$ cat config.mk
export PLATFORM = sky130hd
export DESIGN_NAME = fsm_input_conditioner_flat
export DESIGN_NICKNAME = d
export VERILOG_FILES = /design/src/rtl/fsm_input_conditioner_pkg.sv /design/src/rtl/fsm_input_conditioner_if.sv /design/src/rtl/fsm_input_conditioner_debounce_cell.sv /design/src/rtl/fsm_input_conditioner.sv /design/src/flat_wrapper.sv
export SDC_FILE = /design/constraint.sdc
export NUM_CORES = 1
export LEC_CHECK = 0
export CAP_MARGIN = 15
export CORE_ASPECT_RATIO = 0.6
export CORE_MARGIN = 10
export CORE_UTILIZATION = 30
export CTS_CLUSTER_SIZE = 30
export DETAILED_ROUTE_END_ITERATION = 7
export PLACE_DENSITY = 0.57
export SLEW_MARGIN = 10
export SYNTH_ARGS = -nofsm -noshare
export SYNTH_HDL_FRONTEND = slang
export SYNTH_SLANG_ARGS = --single-unit
$ cat constraint.sdc
create_clock -name clk -period 2.8 [get_ports clk]
set_input_delay 0.56 -clock clk [delete_from_list [all_inputs] [get_ports clk]]
set_output_delay 0.56 -clock clk [all_outputs]
set_load 0.05 [all_outputs]
$ cat src/rtl/fsm_input_conditioner_pkg.sv
// Shared widths and defaults for the input conditioner and the sequence-controller FSM.
// Latency: n/a (declarations only).
// Backpressure: n/a.
package fsm_input_conditioner_pkg;

  localparam int SYNC_STAGES_DEFAULT     = 2;
  localparam int DEBOUNCE_CYCLES_DEFAULT = 16;

  // Button vector: bit0 -> A, bit1 -> B, bit2 -> C
  typedef logic [2:0] btn_vec_t;
  // Switch bank -> D
  typedef logic [3:0] sw_vec_t;

endpackage

$ cat src/rtl/fsm_input_conditioner_if.sv
// Board-side raw inputs and FSM-side conditioned outputs of the input conditioner.
// Latency: n/a (wiring only).
// Backpressure: none; levels and single-cycle pulses only.
// Ports: slave = conditioner (reads raw, drives A/B/C/D and pulses);
//        master = the environment (drives raw, observes conditioned outputs).
interface fsm_input_conditioner_if;
  import fsm_input_conditioner_pkg::*;

  btn_vec_t btn_raw;
  sw_vec_t  sw_raw;
  logic     A;
  logic     B;
  logic     C;
  sw_vec_t  D;
  btn_vec_t btn_rise;
  logic     d_chg;

  modport slave (
    input  btn_raw,
    input  sw_raw,
    output A,
    output B,
    output C,
    output D,
    output btn_rise,
    output d_chg
  );

  modport master (
    output btn_raw,
    output sw_raw,
    input  A,
    input  B,
    input  C,
    input  D,
    input  btn_rise,
    input  d_chg
  );

endinterface

$ cat src/rtl/fsm_input_conditioner_debounce_cell.sv
// Synchronise a W-bit raw vector and accept it only after DEBOUNCE_CYCLES stable cycles.
// Latency: SYNC_STAGES + DEBOUNCE_CYCLES rising edges from first sampling edge to level.
// Backpressure: none; chg/rise are one-cycle pulses aligned with the level update.
// Ports: clk, rstN (async active-low), raw[W-1:0] in; level[W-1:0], chg, rise[W-1:0] out.
module fsm_input_conditioner_debounce_cell #(
  parameter int W               = 1,
  parameter int SYNC_STAGES     = 2,
  parameter int DEBOUNCE_CYCLES = 16
) (
  input  logic         clk,
  input  logic         rstN,
  input  logic [W-1:0] raw,
  output logic [W-1:0] level,
  output logic         chg,
  output logic [W-1:0] rise
);

  localparam int            CW         = $clog2(DEBOUNCE_CYCLES + 1);
  localparam logic [CW-1:0] CNT_ACCEPT = CW'(DEBOUNCE_CYCLES);

  logic [W-1:0]  sync_q [SYNC_STAGES];
  logic [W-1:0]  sync_d [SYNC_STAGES];
  logic [W-1:0]  sync;
  logic [W-1:0]  stable_q, stable_d;
  logic [W-1:0]  cand_q, cand_d;
  logic [CW-1:0] cnt_q, cnt_d;
  logic [CW-1:0] cnt_next;
  logic          chg_q, chg_d;
  logic [W-1:0]  rise_q, rise_d;

  always_comb begin
    sync_d[0] = raw;
    for (int i = 1; i < SYNC_STAGES; i++) begin
      sync_d[i] = sync_q[i-1];
    end
  end

  assign sync = sync_q[SYNC_STAGES-1];

  // The whole vector is compared as one value, so a multi-bit change is only
  // accepted once every bit has settled; no partial mix reaches the level.
  always_comb begin
    stable_d = stable_q;
    cand_d   = cand_q;
    cnt_d    = cnt_q;
    cnt_next = '0;
    chg_d    = 1'b0;
    rise_d   = '0;
    if (sync != stable_q) begin
      if (sync != cand_q) begin
        // New target: restart the qualification count.
        cand_d   = sync;
        cnt_next = CW'(1);
      end else begin
        cnt_next = cnt_q + CW'(1);
      end
      if (cnt_next == CNT_ACCEPT) begin
        // Clearing here keeps the counter bounded and makes a held input silent.
        stable_d = sync;
        cnt_d    = '0;
        chg_d    = 1'b1;
        rise_d   = sync & ~stable_q;
      end else begin
        cnt_d = cnt_next;
      end
    end else begin
      cnt_d = '0;
    end
  end

  always_ff @(posedge clk or negedge rstN) begin
    if (!rstN) begin
      for (int i = 0; i < SYNC_STAGES; i++) begin
        sync_q[i] <= '0;
      end
      stable_q <= '0;
      cand_q   <= '0;
      cnt_q    <= '0;
      chg_q    <= 1'b0;
      rise_q   <= '0;
    end else begin
      for (int i = 0; i < SYNC_STAGES; i++) begin
        sync_q[i] <= sync_d[i];
      end
      stable_q <= stable_d;
      cand_q   <= cand_d;
      cnt_q    <= cnt_d;
      chg_q    <= chg_d;
      rise_q   <= rise_d;
    end
  end

  assign level = stable_q;
  assign chg   = chg_q;
  assign rise  = rise_q;

endmodule

$ cat src/rtl/fsm_input_conditioner.sv
// Synchronise and debounce board buttons/switches into A, B, C, D for the sequence FSM.
// Latency: SYNC_STAGES + DEBOUNCE_CYCLES edges per channel; pulses coincide with level change.
// Backpressure: none; every channel is independent and free-running.
// Ports: clk, rstN (async active-low); io (slave): btn_raw, sw_raw in;
//        A, B, C, D, btn_rise, d_chg out.
module fsm_input_conditioner
  import fsm_input_conditioner_pkg::*;
#(
  parameter int SYNC_STAGES     = SYNC_STAGES_DEFAULT,
  parameter int DEBOUNCE_CYCLES = DEBOUNCE_CYCLES_DEFAULT
) (
  input logic                  clk,
  input logic                  rstN,
  fsm_input_conditioner_if.slave io
);

  btn_vec_t btn_level;
  btn_vec_t btn_rise_w;
  btn_vec_t btn_chg_unused;
  sw_vec_t  sw_level;
  sw_vec_t  sw_rise_unused;
  logic     sw_chg;

  // Buttons are qualified one bit at a time so they never wait on each other.
  for (genvar i = 0; i < 3; i++) begin : g_btn
    fsm_input_conditioner_debounce_cell #(
      .W               (1),
      .SYNC_STAGES     (SYNC_STAGES),
      .DEBOUNCE_CYCLES (DEBOUNCE_CYCLES)
    ) u_cell (
      .clk   (clk),
      .rstN  (rstN),
      .raw   (io.btn_raw[i]),
      .level (btn_level[i]),
      .chg   (btn_chg_unused[i]),
      .rise  (btn_rise_w[i])
    );
  end

  // Switches are qualified as one vector so D updates atomically.
  fsm_input_conditioner_debounce_cell #(
    .W               (4),
    .SYNC_STAGES     (SYNC_STAGES),
    .DEBOUNCE_CYCLES (DEBOUNCE_CYCLES)
  ) u_sw_cell (
    .clk   (clk),
    .rstN  (rstN),
    .raw   (io.sw_raw),
    .level (sw_level),
    .chg   (sw_chg),
    .rise  (sw_rise_unused)
  );

  assign io.A        = btn_level[0];
  assign io.B        = btn_level[1];
  assign io.C        = btn_level[2];
  assign io.D        = sw_level;
  assign io.btn_rise = btn_rise_w;
  assign io.d_chg    = sw_chg;

endmodule

$ cat src/flat_wrapper.sv
// flat-port wrapper written by rule: the top's interface ports become plain ports
module fsm_input_conditioner_flat import fsm_input_conditioner_pkg::*;
#(
  parameter int SYNC_STAGES     = SYNC_STAGES_DEFAULT,
  parameter int DEBOUNCE_CYCLES = DEBOUNCE_CYCLES_DEFAULT
)
  (clk, rstN, io_btn_raw, io_sw_raw, io_A, io_B, io_C, io_D, io_btn_rise, io_d_chg);
  fsm_input_conditioner_if io_i ();
  input logic clk;
  input logic rstN;
  input wire logic [$bits(io_i.btn_raw)-1:0] io_btn_raw;
  input wire logic [$bits(io_i.sw_raw)-1:0] io_sw_raw;
  output wire logic [$bits(io_i.A)-1:0] io_A;
  output wire logic [$bits(io_i.B)-1:0] io_B;
  output wire logic [$bits(io_i.C)-1:0] io_C;
  output wire logic [$bits(io_i.D)-1:0] io_D;
  output wire logic [$bits(io_i.btn_rise)-1:0] io_btn_rise;
  output wire logic [$bits(io_i.d_chg)-1:0] io_d_chg;
  assign io_i.btn_raw = io_btn_raw;
  assign io_i.sw_raw = io_sw_raw;
  assign io_A = io_i.A;
  assign io_B = io_i.B;
  assign io_C = io_i.C;
  assign io_D = io_i.D;
  assign io_btn_rise = io_i.btn_rise;
  assign io_d_chg = io_i.d_chg;
  fsm_input_conditioner #(.SYNC_STAGES(SYNC_STAGES), .DEBOUNCE_CYCLES(DEBOUNCE_CYCLES)) u_core (.clk(clk), .rstN(rstN), .io(io_i));
endmodule
==> results.toml, run 1 <==
[clock_tree]
clock_path_buffers = 2
clock_latency_ps = 280
cts_root_buffer = "clkbuf_16"
postCtsHoldBufs = 0
path_clk_slew_ps = 70
cts_tree = "built"
post_cts_resized = 0
cts_sinks = 52
postCtsSetupRepairBufs = 0
htreeDepth = 2
cts_buffers = 5

[critical_path]
worstPathArrival_ps = 2320
cp-end-kind = "flop"
cp.required_ps = 2970
startpoint_type = "flop"
crit_fanout = 5
path_class = "flop to flop"

[pwr]
p_int_mw = 1.25
p_switching_mw = 0.330
power_density_nw_per_um2 = 611
clockPowerShare = 0.426
seqPwrFrac = 0.509
swShare = 0.209
p_comb_frac = 0.065
irDropWorstVdd_mv = 0.270
p_leak_nw = 1.17

[floorplanning]
die_x_um = 129
dieArea_um2 = 11000
placementRows = 23
coreArea_um2 = 6820
io_pins = 20
initial_core_util = 0.314
fp.dieH_um = 85.5

[layout]
nFillCells = 656
area_growth_pct = 20.5
finish.net_count = 202
multiInputGateArea_um2 = 787
design_area_um2 = 2580
antenna_cells = 0
drive_above_1_share = 0.134
ff_latch_area_um2 = 1300

[synthesis]
ys_seq_area_frac = 0.607
synthDistinctLibCells = 27
synth_edf_count = 0
synth_area_um2 = 2140
ys_ff_latch = 52
async_flop_share = 1.00
ys_warn_count = 0
synthCells = 162
synth_flop_cell = "dfrtp_1"
syn_nets = 178
synth_area_per_cell_um2 = 13.2

[global_routing]
antenna_found_initial = 0
grt_pass1_vias = 1200
grt.overflow.total = 0
grt_pass1_wl_mm = 5.69
grt_max_degree = 30
grt_usage = 0.0663

[status]
status = "completed"

[sta]
hold_viol_final = 0
slew_violations = 0
rsz0062_at_grt = "no"
worst_slew_pin_slew_ps = 654
max_slew_margin = 0.564
min_period_ps = 2150
whs_ps = 298
fin_crit_sh = 0.769
timing.setup.tns_ps = 0
fmax_mhz = 464
setup_violations = 0
clock_skew_ps = 3.70

[detailed_routing]
first_pass_iters = 4
detail_route.wl_per_cell_um = 12.6
drt_iter0_markers = 49
drc = 0
dr_total_vias = 1163
postRouteAntennaNets = 0
via_per_inst = 4.24
routed_wl_mm = 3.44

[place]
hpwl_mm = 2.51
portBuffers = 19
gp_congestion = 0.715
post_dp_cell_area_um2 = 2420

[run]
drv_cap = 0

[worst_hold_path]
hold_path_class = "primary input to asynchronous set/reset pin"
## worst max-delay path: stages (launching register included)
cell and delay (ps):
dfrtp_1 420, xor2_1 180, nor4_4 340, o2111a_1 250, or3b_1 500, mux2_4 340
## cell families (layout without fill, tap and decap cells)
logic type / after synthesis / in the layout / share of synthesized area
AOI/OAI and AO/OA: 6 / 6 / 0.0192
DFF: 52 / 52 / 0.607
adders and majority gates: 7 / 7 / 0.0408
xor gates and xnor gates: 23 / 23 / 0.0939
buffers and inverters: 10 / 35 / 0.0263
muxes: 14 / 14 / 0.0805
and+or+nand+nor: 50 / 50 / 0.132
## cell usage after synthesis (4+ instances only)
| master | instances | area share |
|---|---|---|
| ha_1 | 7 | 0.041 |
| mux2_4 | 4 | 0.028 |
| nor2_1 | 8 | 0.014 |
| nand2_1 | 7 | 0.012 |
| mux2_2 | 10 | 0.053 |
| inv_1 | 6 | 0.011 |
| xnor2_1 | 13 | 0.053 |
| nand3_1 | 8 | 0.019 |
| dfrtp_1 | 52 | 0.61 |
| xor2_1 | 10 | 0.041 |
| nor3_1 | 4 | 0.0093 |
| and2_1 | 9 | 0.026 |
## per-stage QoR
step	std cells	utilization	power, mW	setup WS (ps)
after floorplan	162	-	0.877	753
after global placement	266	0.355	0.921	698
after detailed placement	266	0.355	0.923	653
after CTS	274	0.379	1.62	639
after global routing	274	0.379	1.67	552
final	274	0.379	1.58	646
## layer usage
layer | up-vias | GRT usage | wire [um]
met5 | - | 0 | 0
met2 | 17 | 0.0933 | 1400
met4 | 0 | 0.0308 | 49
li1 | 592 | - | -
met3 | 5 | 0.0295 | 169
met1 | 549 | 0.0849 | 1820
## power by group through the flow
| stage | Sequential [mW] | Clock [mW] | Combinational, mW |
|---|---|---|---|
| finish | 0.803 | 0.673 | 0.103 |
| global route | 0.807 | 0.740 | 0.119 |
| CTS | 0.803 | 0.708 | 0.105 |
| detailed placement | 0.817 | 0 | 0.105 |
| global placement | 0.816 | 0 | 0.105 |
| floorplan | 0.812 | 0 | 0.0651 |
## worst paths after layout
kind	startpoint	depth (start not counted)	to	slack, ps
max	u_core.u_sw_cell.sync[1]	5	u_core.u_sw_cell.level[3]	650
min	rstN	1	u_core.g_btn[0].u_cell.cnt_q[2]	300
max reg2reg	u_core.u_sw_cell.sync[1]	5	u_core.u_sw_cell.level[3]	650
min reg2reg	u_core.g_btn[2].u_cell.sync_d[0]	0	u_core.g_btn[2].u_cell.sync	350
max in group asynchronous	rstN	2	u_core.u_sw_cell.sync_d[2]	1870
min in group clk	u_core.g_btn[2].u_cell.sync_d[0]	0	u_core.g_btn[2].u_cell.sync	350
## registers in the layout, summed over array words and instances, names as in the netlist, 4 cells and up
name / cells
u_core.u_sw_cell.cand_q: 4
u_core.g_btn.u_cell.cnt_q: 15
u_core.u_sw_cell.sync: 4
u_core.u_sw_cell.level: 4
u_core.u_sw_cell.cnt_q: 5
u_core.u_sw_cell.sync_d: 4
## final cells by class
type | count | share of cell area
well taps | 87 | 0.0421
inverters | 6 | 0.00872
flip-flops and latches | 52 | 0.504
multi-input cells | 100 | 0.305
clock buffers | 6 | 0.0499
repair buffers | 21 | 0.0775
clock inverters | 2 | 0.0136
## cell usage in the layout (no fill, tap or decap), drive strengths merged, types with 4 or more instances in the layout
| master | n |
|---|---|
| mux2 | 14 |
| dfrtp | 52 |
| nor3 | 4 |
| clkbuf | 6 |
| xor2 | 10 |
| nand2 | 7 |
| and2 | 9 |
| inv | 6 |
| nand3 | 8 |
| clkdlybuf4s50 | 18 |
| xnor2 | 13 |
| ha | 7 |
| nor2 | 8 |
(Power assumes the default switching activity.)
==> run 2: changes to the inputs <==
==> constraint.sdc (replaced) <==
create_clock -name clk -period 2.25 [get_ports clk]
set_input_delay 0.45 -clock clk [delete_from_list [all_inputs] [get_ports clk]]
set_output_delay 0.45 -clock clk [all_outputs]
set_load 0.05 [all_outputs]
==> run 2 against run 1 <==
Net effect: cell area decreased by 0.29%; first-iteration DRC count increased by 45%; combinational power increased by 24%; sequential power increased by 25%; sequential share of layout area increased by 0.15 points; critical endpoint unchanged; worst setup slack got worse by 470 ps; non-clock buffer count increased by 1; power increased by 20%; wire length increased by 2.4%; core utilization decreased by 0.11 points; maximum frequency increased by 3.9%.
==> results.toml, run 2 (same netlist as run 1, synthesis figures left out) <==
[status]
status = "completed"

[sta]
fmax_mhz = 483
slew_violations = 0
max_slew_margin = 0.658
hold_viol_final = 0
clock_skew_ps = 7.32
whs_ps = 17.8
min_period_ps = 2070
setup_slack_ps = 178
rsz0062_at_grt = "no"
timing.setup.tns_ps = 0
fin_crit_sh = 0.921
worst_slew_pin_slew_ps = 512
setup_violations = 0

[detailed_routing]
detail_route.wl_per_cell_um = 12.8
via_per_inst = 4.23
drt_iter0_markers = 71
routed_wl_mm = 3.52
dr_total_vias = 1164
drc = 0
postRouteAntennaNets = 0
first_pass_iters = 4

[floorplanning]
initial_core_util = 0.314
coreArea_um2 = 6820
placementRows = 23
dieArea_um2 = 11000
io_pins = 20
fp.dieH_um = 85.5
die_x_um = 129

[layout]
multiInputGateArea_um2 = 790
ff_latch_area_um2 = 1300
area_growth_pct = 20.1
finish.cell_count_without_fillers = 275
finish.net_count = 203
drive_above_1_share = 0.138
antenna_cells = 0
nFillCells = 657
final_common_cell = "dfrtp_1"
largest_reg_flops = 15
reg.largest.list = "u_core.g_btn.u_cell.cnt_q (15), u_core.u_sw_cell.cnt_q (5)"
layout_common_cells = "dfrtp_1 (52), clkdlybuf4s50_1 (18), xnor2_1 (13), xor2_1 (10), mux2_2 (10)"
top_register = "u_core.g_btn.u_cell.cnt_q"

[clock_tree]
path_clk_slew_ps = 70
cts_sinks = 52
clock_path_buffers = 2
htreeDepth = 2
cts_buffers = 5
postCtsSetupRepairBufs = 0
cts_tree = "built"
cts_root_buffer = "clkbuf_16"
clock_latency_ps = 290

[pwr]
clockPowerShare = 0.406
p_switching_mw = 0.422
swShare = 0.222
power_density_nw_per_um2 = 737
irDropWorstVdd_mv = 0.273
finalPower_mw = 1.90
seqPwrFrac = 0.527
p_leak_nw = 1.16
p_int_mw = 1.48
p_comb_frac = 0.067

[critical_path]
cp_cell_sequence = "xor2_1, nor4_4, o2111a_1, or3b_4, mux2_4"
path_class = "flop to flop"
cp.required_ps = 2420
crit_fanout = 5
timing.rr.start = "u_core.u_sw_cell.sync[1]"
max_stage_delay_ps = 440
cp-startpoint = "u_core.u_sw_cell.sync[1]"
crit_path_top_delay_cell = "or3b_4"
worstPathArrival_ps = 2240
cp-end-kind = "flop"
startpoint_type = "flop"

[global_routing]
grt.overflow.total = 0
grt_usage = 0.0693
grt_max_degree = 23
grt_pass1_vias = 1254
grt_pass1_wl_mm = 6.00
antenna_found_initial = 0

[place]
dp_cells = 267
hpwl_mm = 2.52
pre_cts_slack_ps = 60.4
portBuffers = 19
gp_congestion = 0.719

[run]
drv_cap = 0

[worst_hold_path]
hold_path_class = "primary input to asynchronous set/reset pin"
[run 2: cell types whose count changed in the layout (fill, tap and decap cells not counted)]
cell       before  now
buf_4           2    3
bufinv_16       1    0
clkbuf_1        1    2
clkbuf_8        0    1
clkinv_2        1    0
or3b_1          1    0
or3b_4          0    1
[run 2: power by group through the flow]
stage	clock network, mW	logic [mW]	registers, mW
3_3_place_gp	0	0.131	1.02
4_1_cts	0.806	0.132	1.00
2_1_floorplan	0	0.0810	1.01
3_5_place_dp	0	0.131	1.02
5_1_grt	0.850	0.148	1.00
6_report	0.770	0.128	1.00
[run 2: worst paths after layout]
path / slack, ps / cells past startpoint / end
setup / recovery: 180 / 5 / u_core.u_sw_cell.level[3]
hold / removal: 20 / 1 / u_core.g_btn[2].u_cell.rise
setup reg to reg: 180 / 5 / u_core.u_sw_cell.level[3]
hold reg to reg: 350 / 0 / u_core.u_sw_cell.sync[3]
max in group asynchronous: 1670 / 2 / u_core.u_sw_cell.sync_d[1]
min in group clk: 350 / 0 / u_core.u_sw_cell.sync[3]
[run 2: timing repair]
| action | in CTS | in global routing |
|---|---|---|
| gates resized for setup | 0 | 1 |
| hold buffers | 0 | 0 |
| setup endpoints to repair | 0 | 4 |
[run 2: final cells by class]
type,count,share of cell area
clock buffer,8,0.0568
inverter,6,0.00874
multi-input combinational,100,0.306
sequential,52,0.505
tap,87,0.0423
timing repair buffer,22,0.0806
[run 2: worst max-delay path, delay by kind of cell (launching register included)]
kind	cells	cell delay (ps)
AOI/OAI and AO/OA	1	240
xor gates and xnor gates	1	190
DFF	1	430
muxes	1	310
and+or+nand+nor	2	780
[run 2: per-stage QoR]
stage               cell area, um^2   util
floorplan                      2140      -
global placement               2430  0.356
detailed placement             2430  0.356
CTS                            2570  0.377
global route                   2580  0.378
finish                         2580  0.378
[run 2: metal layers]
layer / track usage / vias up / part of all wire
met5: 0 / - / 0
li1: - / 593 / -
met3: 0.0350 / 5 / 0.066
met1: 0.0894 / 548 / 0.51
met4: 0.0308 / 0 / 0.012
met2: 0.0942 / 18 / 0.42
==> run 3: changes to the inputs <==
--- a/config.mk
+++ b/config.mk
@@ -9,6 +9,7 @@
 export CORE_ASPECT_RATIO = 0.6
 export CORE_MARGIN = 10
 export CORE_UTILIZATION = 30
+export CTS_CLUSTER_DIAMETER = 120
 export CTS_CLUSTER_SIZE = 30
 export DETAILED_ROUTE_END_ITERATION = 7
 export PLACE_DENSITY = 0.57
==> constraint.sdc (replaced) <==
create_clock -name clk -period 2.25 [get_ports clk]
set_input_delay 0.45 -clock clk [delete_from_list [all_inputs] [get_ports clk]]
set_output_delay 0.45 -clock clk [all_outputs]
set_load 0.01 [all_outputs]
==> results of run 3 <==
The final DEF is identical to that of run 2. Status: completed.
